File: src/rtl/if_fetch_queue.sv
// In-order instruction-fetch queue: issues sequential fetches, buffers responses
// against their PCs, presents the head to decode and flushes on a MEM-stage redirect.
module if_fetch_queue #(
    parameter int               XLEN     = 32,
    parameter int               DEPTH    = 4,
    parameter logic [XLEN-1:0]  RESET_PC = '0,
    parameter logic [31:0]      NOP      = 32'h0000_0013
) (
    input  logic            clk_i,
    input  logic            reset_i,
    input  logic            redirect_valid_i,
    input  logic [XLEN-1:0] redirect_pc_i,
    output logic            imem_req_valid_o,
    input  logic            imem_req_ready_i,
    output logic [XLEN-1:0] imem_req_addr_o,
    input  logic            imem_rsp_valid_i,
    input  logic [31:0]     imem_rsp_data_i,
    output logic            inst_valid_o,
    input  logic            inst_ready_i,
    output logic [31:0]     inst_o,
    output logic [XLEN-1:0] inst_pc_o,
    output logic [XLEN-1:0] inst_pc_plus_4_o
);

    localparam int             PW      = $clog2(DEPTH);
    localparam int             OW      = $clog2(DEPTH + 1);
    localparam logic [OW-1:0]  DEPTH_O = OW'(DEPTH);
    localparam logic [PW-1:0]  LAST_P  = PW'(DEPTH - 1);

    function automatic logic [PW-1:0] ptr_inc(input logic [PW-1:0] p);
        return (p == LAST_P) ? '0 : p + PW'(1);
    endfunction

    logic [XLEN-1:0]  fetch_pc_q, fetch_pc_d;
    logic [PW-1:0]    alloc_q, alloc_d, fill_q, fill_d, head_q, head_d;
    logic [OW-1:0]    occ_q, occ_d, drop_q, drop_d;
    logic [DEPTH-1:0] filled_q;
    logic [XLEN-1:0]  pc_q   [DEPTH];
    logic [31:0]      data_q [DEPTH];

    logic             req_fire, rsp_keep, rsp_drop, head_valid, deq;
    logic [OW-1:0]    n_filled, outstanding, drop_redir;

    always_comb begin
        n_filled = '0;
        for (int i = 0; i < DEPTH; i++) begin
            n_filled = n_filled + OW'(filled_q[i]);
        end
    end

    assign imem_req_valid_o = !reset_i && !redirect_valid_i && (occ_q < DEPTH_O);
    assign imem_req_addr_o  = fetch_pc_q;
    assign req_fire         = imem_req_valid_o && imem_req_ready_i;
    assign rsp_drop         = imem_rsp_valid_i && (drop_q != '0);
    assign rsp_keep         = imem_rsp_valid_i && (drop_q == '0);
    assign head_valid       = filled_q[head_q] && !reset_i;
    assign deq              = head_valid && inst_ready_i;

    // Unfilled allocated entries are exactly the requests still owed a response.
    assign outstanding = occ_q - n_filled;
    assign drop_redir  = outstanding - OW'(rsp_keep) + (rsp_drop ? drop_q - OW'(1) : drop_q);

    always_comb begin
        fetch_pc_d = fetch_pc_q;
        alloc_d    = alloc_q;
        fill_d     = fill_q;
        head_d     = head_q;
        occ_d      = occ_q;
        drop_d     = drop_q;
        if (redirect_valid_i) begin
            fetch_pc_d = redirect_pc_i;
            alloc_d    = '0;
            fill_d     = '0;
            head_d     = '0;
            occ_d      = '0;
            drop_d     = drop_redir;
        end else begin
            if (req_fire) begin
                alloc_d    = ptr_inc(alloc_q);
                fetch_pc_d = fetch_pc_q + XLEN'(4);
            end
            if (rsp_drop) drop_d = drop_q - OW'(1);
            if (rsp_keep) fill_d = ptr_inc(fill_q);
            if (deq)      head_d = ptr_inc(head_q);
            occ_d = occ_q + OW'(req_fire) - OW'(deq);
        end
    end

    always_ff @(posedge clk_i) begin
        if (reset_i) begin
            fetch_pc_q <= RESET_PC;
            alloc_q    <= '0;
            fill_q     <= '0;
            head_q     <= '0;
            occ_q      <= '0;
            drop_q     <= '0;
            filled_q   <= '0;
        end else begin
            fetch_pc_q <= fetch_pc_d;
            alloc_q    <= alloc_d;
            fill_q     <= fill_d;
            head_q     <= head_d;
            occ_q      <= occ_d;
            drop_q     <= drop_d;
            if (redirect_valid_i) begin
                filled_q <= '0;
            end else begin
                if (req_fire) filled_q[alloc_q] <= 1'b0;
                if (rsp_keep) filled_q[fill_q]  <= 1'b1;
                if (deq)      filled_q[head_q]  <= 1'b0;
            end
        end
    end

    // Payload storage needs no reset; the filled bits qualify it.
    always_ff @(posedge clk_i) begin
        if (!reset_i && !redirect_valid_i) begin
            if (req_fire) pc_q[alloc_q]  <= fetch_pc_q;
            if (rsp_keep) data_q[fill_q] <= imem_rsp_data_i;
        end
    end

    assign inst_valid_o     = head_valid;
    assign inst_o           = head_valid ? data_q[head_q] : NOP;
    assign inst_pc_o        = head_valid ? pc_q[head_q] : '0;
    assign inst_pc_plus_4_o = head_valid ? pc_q[head_q] + XLEN'(4) : '0;

endmodule

File: config.mk
export PLATFORM = sky130hd
export DESIGN_NAME = if_fetch_queue
export DESIGN_NICKNAME = d
export VERILOG_FILES = /design/src/rtl/if_fetch_queue.sv
export SDC_FILE = /design/constraint.sdc
export NUM_CORES = 1
export LEC_CHECK = 0
export ABC_AREA = 1
export BUFFER_PORTS_ARGS = -buffer_cell sky130_fd_sc_hd__buf_2
export CAP_MARGIN = 20
export CORE_UTILIZATION = 45
export CTS_CLUSTER_DIAMETER = 200
export DETAILED_ROUTE_END_ITERATION = 16
export PLACE_DENSITY_LB_ADDON = 0.1
export SLEW_MARGIN = 5
export SYNTH_ARGS = -nofsm -noshare
export SYNTH_HDL_FRONTEND = slang
export SYNTH_SLANG_ARGS = --single-unit
File: constraint.sdc
create_clock -name clk_i -period 4.8 [get_ports clk_i]
set_input_delay 0.48 -clock clk_i [delete_from_list [all_inputs] [get_ports clk_i]]
set_output_delay 0.48 -clock clk_i [all_outputs]
set_load 0.01 [all_outputs]
==> results.rst <==
.. list-table::
   :header-rows: 1

   * - Metric
     - Value
   * - Antenna violations before repair
     - 0
   * - Switching portion of total power
     - 0.250
   * - Worst-path clk slew
     - 60 ps
   * - Syn Nets
     - 1769
   * - Clock share of power
     - 0.398
   * - Flop2flop setup slack
     - roughly 800 ps
   * - CP Capture Type
     - output port
   * - Clock tree from TritonCTS
     - done
   * - Switching power
     - about 1.5 mW
   * - Static leakage power
     - just over 7 nW
   * - Filler instances
     - 3018
   * - Cell area after placement
     - between 15000 and 20000 sq um
   * - Commonest cells after routing, fill and taps aside
     - sky130_fd_sc_hd__nand2_1, sky130_fd_sc_hd__nor2_1, sky130_fd_sc_hd__edfxtp_1
   * - Count of maximum capacitance violations
     - 0
   * - VDD IR-drop max
     - 217 uV
   * - Fraction of the yosys area taken by sequential cells
     - 0.581
   * - Detailed Place HPWL
     - 25800 um
   * - Max incr delay on CP
     - 860 ps
   * - Post-layout nets
     - 1949
   * - Via density
     - 5.11
   * - Final number of hold-violating endpoints
     - 0
   * - CP dominant cell by count
     - sky130_fd_sc_hd__nand2_1
   * - WP buf/inv
     - 4
   * - Outcome
     - finished clean
   * - Reg2reg start
     - drop_q[0]
   * - Pwr dens
     - 354 nW/um^2
   * - Detailed router's first-iteration violation count
     - 911
   * - Sum of negative setup slack
     - 0 ps
   * - Post-cts hold buffer count
     - 0
   * - Total number of placement rows
     - 66
   * - Fin util
     - 0.532
   * - Clock tree buffer depth
     - 3
   * - Synth Cell Area
     - 14900 sq um
   * - Design Area, Final
     - 17300 sq um
   * - Worst Path Required
     - 4320 ps
   * - Internal Power
     - 4.60 mW
   * - Mean post-synth cell area
     - 8.94 sq um
   * - Via count of the routed design
     - 11800
   * - DRC violation count after routing
     - 0
   * - Global-route wire length before repair
     - 60500 um
   * - Slew Viols, Final
     - 0
   * - Pin count of the biggest net entering global routing
     - 83
   * - Post-cts repair resize count
     - 0
   * - Fmax
     - 0.245 GHz
   * - Final cycle utilization of the critical path
     - 0.850
   * - First-pass detailed-route iteration total
     - 5
   * - Gr usage total
     - 0.232
   * - Worst clock skew
     - 17.0 ps
   * - Cells along the critical path
     - inv_6 -> nand2_1 -> o211ai_1 -> nand2_2 -> ha_1 -> inv_1 -> nor2_2 -> nand2_1 -> inv_1 -> nand2_2 -> nor2_4 -> nand2_1 -> nand2_1 -> nand2_1 -> nor2_1 -> buf_2
   * - Slew at the pin closest to its max-slew limit
     - 1070 ps
   * - Min Clock Period, post-route
     - 4080 ps
   * - Top area cells in the synthesized netlist
     - sky130_fd_sc_hd__edfxtp_1, sky130_fd_sc_hd__nand2_1, sky130_fd_sc_hd__nor2_1, sky130_fd_sc_hd__dfxtp_1, sky130_fd_sc_hd__o21ai_0
   * - Synth cell types
     - 44
   * - Cell count after synthesis
     - 1672
   * - Post-CTS repair timing setup buffer count
     - 0
   * - R2r endpoint
     - drop_q[2]
   * - Critical-path maximum fanout
     - 78
   * - Core outline area
     - approximately 33000 sq um
   * - Most common cell after layout, fill and taps aside
     - sky130_fd_sc_hd__nand2_1
   * - Yosys warns
     - 0
   * - Crit path kind
     - reg -> out
   * - Remaining max-slew budget at the tightest pin
     - 0.284
   * - TritonCTS sink count
     - 306
   * - Capturing element of the worst setup path
     - inst_pc_plus_4_o[20]
   * - Worst slack at placement
     - 790 ps
   * - Buffer cell driving the clock tree root
     - sky130_fd_sc_hd__clkbuf_16
   * - Final GP Congestion
     - slightly below 0.9
   * - Insertion delay to the later sink of the worst-skew pair
     - 510 ps
   * - Critical path startpoint category
     - flip-flop
   * - Number of logic stages on the critical path including buffering
     - 16
   * - Setup violations, final
     - 0
   * - Final worst slack
     - 720 ps
   * - Fraction of layout instances using a drive strength above 1
     - 0.172
   * - Inst Count DP
     - 2257
   * - Comb power frac
     - 0.108
   * - Combined flip-flop and latch cell area
     - 8690 sq um
   * - Total die area
     - 33900 sq um
   * - Area share of the largest cell type after synthesis
     - 0.514
   * - Reg2Reg Depth
     - 15
   * - Height of the die
     - 184 um
   * - Boundary Pins
     - 200
   * - Final standard cell count with taps included and fillers excluded
     - 2315
   * - Portion of total power attributed to sequential cells
     - 0.493
   * - CP arrival
     - 3600 ps
   * - Cell with the largest stage delay on the worst path
     - sky130_fd_sc_hd__dfxtp_4
   * - Dominant delay contributor by cell family on the critical path
     - simple AND/OR/NAND/NOR gates
   * - Horizontal die dimension
     - 184 um
   * - Vias in the first global route
     - 11100
   * - Total wirelength of the detailed-routed design
     - 39500 um
   * - Global route overflow
     - 0
   * - Count of input and output buffers
     - 199
   * - Layout Area Growth over Synthesis
     - 16.0%
   * - Setup repair after global routing missed its margin
     - false
   * - Level count of the clock H-tree
     - 2
   * - Initial cell density of the core
     - 0.458
   * - Post-synth top area cell
     - sky130_fd_sc_hd__edfxtp_1
   * - Area occupied by multi-input gates
     - roughly 5400 sq um
   * - Routed length per instance
     - 17.1 um
   * - #FFs+latches synth
     - just over 300
   * - Antenna diode count
     - 0
   * - Min-delay worst type
     - in -> reg
   * - Residual antenna-violating net count after detailed routing
     - 0
   * - Number of buffers inserted during clock tree synthesis
     - 34
==> worst reg2reg max path, cell delays in order, from the launching register on <==
cell and delay, ps:
sky130_fd_sc_hd__dfxtp_1 290, sky130_fd_sc_hd__inv_1 100, sky130_fd_sc_hd__ha_1 220, sky130_fd_sc_hd__nand3_1 200, sky130_fd_sc_hd__fa_1 520, sky130_fd_sc_hd__inv_1 50, sky130_fd_sc_hd__fa_1 380, sky130_fd_sc_hd__fa_1 480
sky130_fd_sc_hd__fa_1 500, sky130_fd_sc_hd__inv_1 50, sky130_fd_sc_hd__fa_1 420, sky130_fd_sc_hd__xnor2_1 150, sky130_fd_sc_hd__a21oi_1 150, sky130_fd_sc_hd__o21ai_0 150, sky130_fd_sc_hd__o21ai_0 180, sky130_fd_sc_hd__a21oi_1 50
==> worst min path at each step <==
stage,endpoint,startpoint,slack [ps],cells after the start
after CTS,data_q[2][24],imem_rsp_data_i[24],170,1
final,data_q[2][17],imem_rsp_data_i[17],190,1
after floorplan,alloc_q[1],alloc_q[1],490,2
after detailed placement,fill_q[1],fill_q[1],520,2
after global placement,alloc_q[1],alloc_q[1],510,2
after global routing,data_q[2][24],imem_rsp_data_i[24],170,1
==> final cells by class <==
type,instances,area share
repair buffers,214,0.0658
clock buffers,39,0.0502
well taps,442,0.0319
multi-input cells,1163,0.312
clock inverters,18,0.00945
flip-flops and latches,306,0.501
inverters,133,0.0291
==> metal layers <==
layer	GRT usage	routed length (um)
met5	0	0
met4	0.0530	573
met3	0.0344	2230
met2	0.368	17900
met1	0.336	18800
==> cells in the mapped netlist <==
cell type / n
sky130_fd_sc_hd__nor3_1: 13
sky130_fd_sc_hd__buf_2: 20
sky130_fd_sc_hd__o21bai_1: 1
sky130_fd_sc_hd__xor2_1: 11
sky130_fd_sc_hd__o21ai_0: 113
sky130_fd_sc_hd__nand4_1: 16
sky130_fd_sc_hd__a21oi_1: 73
sky130_fd_sc_hd__nor2_1: 285
sky130_fd_sc_hd__o21a_1: 1
sky130_fd_sc_hd__xnor2_1: 3
sky130_fd_sc_hd__a211oi_1: 2
sky130_fd_sc_hd__o32ai_1: 2
sky130_fd_sc_hd__buf_4: 6
sky130_fd_sc_hd__nor2_4: 2
sky130_fd_sc_hd__edfxtp_1: 256
sky130_fd_sc_hd__o31ai_1: 1
sky130_fd_sc_hd__clkbuf_1: 29
sky130_fd_sc_hd__clkinv_1: 1
sky130_fd_sc_hd__nand2_1: 457
sky130_fd_sc_hd__nand3_1: 84
sky130_fd_sc_hd__nor4_1: 1
sky130_fd_sc_hd__inv_1: 128
sky130_fd_sc_hd__o22ai_1: 3
sky130_fd_sc_hd__o221ai_1: 3
sky130_fd_sc_hd__clkbuf_2: 1
sky130_fd_sc_hd__o21ai_1: 3
sky130_fd_sc_hd__a32oi_1: 1
sky130_fd_sc_hd__nor2_2: 16
sky130_fd_sc_hd__buf_1: 5
sky130_fd_sc_hd__nand3_2: 4
sky130_fd_sc_hd__buf_8: 1
sky130_fd_sc_hd__a21oi_2: 1
sky130_fd_sc_hd__a2bb2oi_1: 2
sky130_fd_sc_hd__a221oi_1: 1
sky130_fd_sc_hd__a31oi_1: 10
sky130_fd_sc_hd__or2_2: 7
sky130_fd_sc_hd__inv_6: 1
sky130_fd_sc_hd__buf_6: 8
sky130_fd_sc_hd__ha_1: 21
sky130_fd_sc_hd__nand2_2: 15
sky130_fd_sc_hd__inv_2: 3
sky130_fd_sc_hd__dfxtp_1: 50
sky130_fd_sc_hd__fa_1: 6
sky130_fd_sc_hd__o211ai_1: 5
==> through the flow <==
| stage | power (mW) | hold WS [ps] |
|---|---|---|
| floorplan | 3.49 | 490 |
| global placement | 3.73 | 510 |
| detailed placement | 3.74 | 519 |
| CTS | 6.19 | 167 |
| global route | 6.38 | 170 |
| finish | 6.13 | 188 |
==> registers in the layout, indices dropped and copies added (netlist names), named ones only <==
signal and count:
alloc_q 2, data_q 128, drop_q 3, fill_q 2, filled_q 4, head_q 2, imem_req_addr_o 32, occ_q 3
pc_q 128
==> power by group through the flow <==
stage,clock network [mW],logic [mW],registers [mW]
after floorplan,0,0.430,3.06
after global placement,0,0.650,3.08
after detailed placement,0,0.664,3.08
after CTS,2.49,0.669,3.02
after global routing,2.60,0.756,3.03
final,2.44,0.665,3.03
==> cells by family (layout without fill, tap and decap cells) <==
kind of cell	Yosys count	after routing	synth area share
flip-flops	306	306	0.581
XOR/XNOR	14	14	0.00820
buffers and inverters	203	404	0.0593
adder cells (fa/ha/maj)	27	27	0.0256
AO/OA/AOI/OAI	222	222	0.0796
AND/OR/NAND/NOR	900	900	0.246
Note: power is estimated with default switching activity, not from simulation.
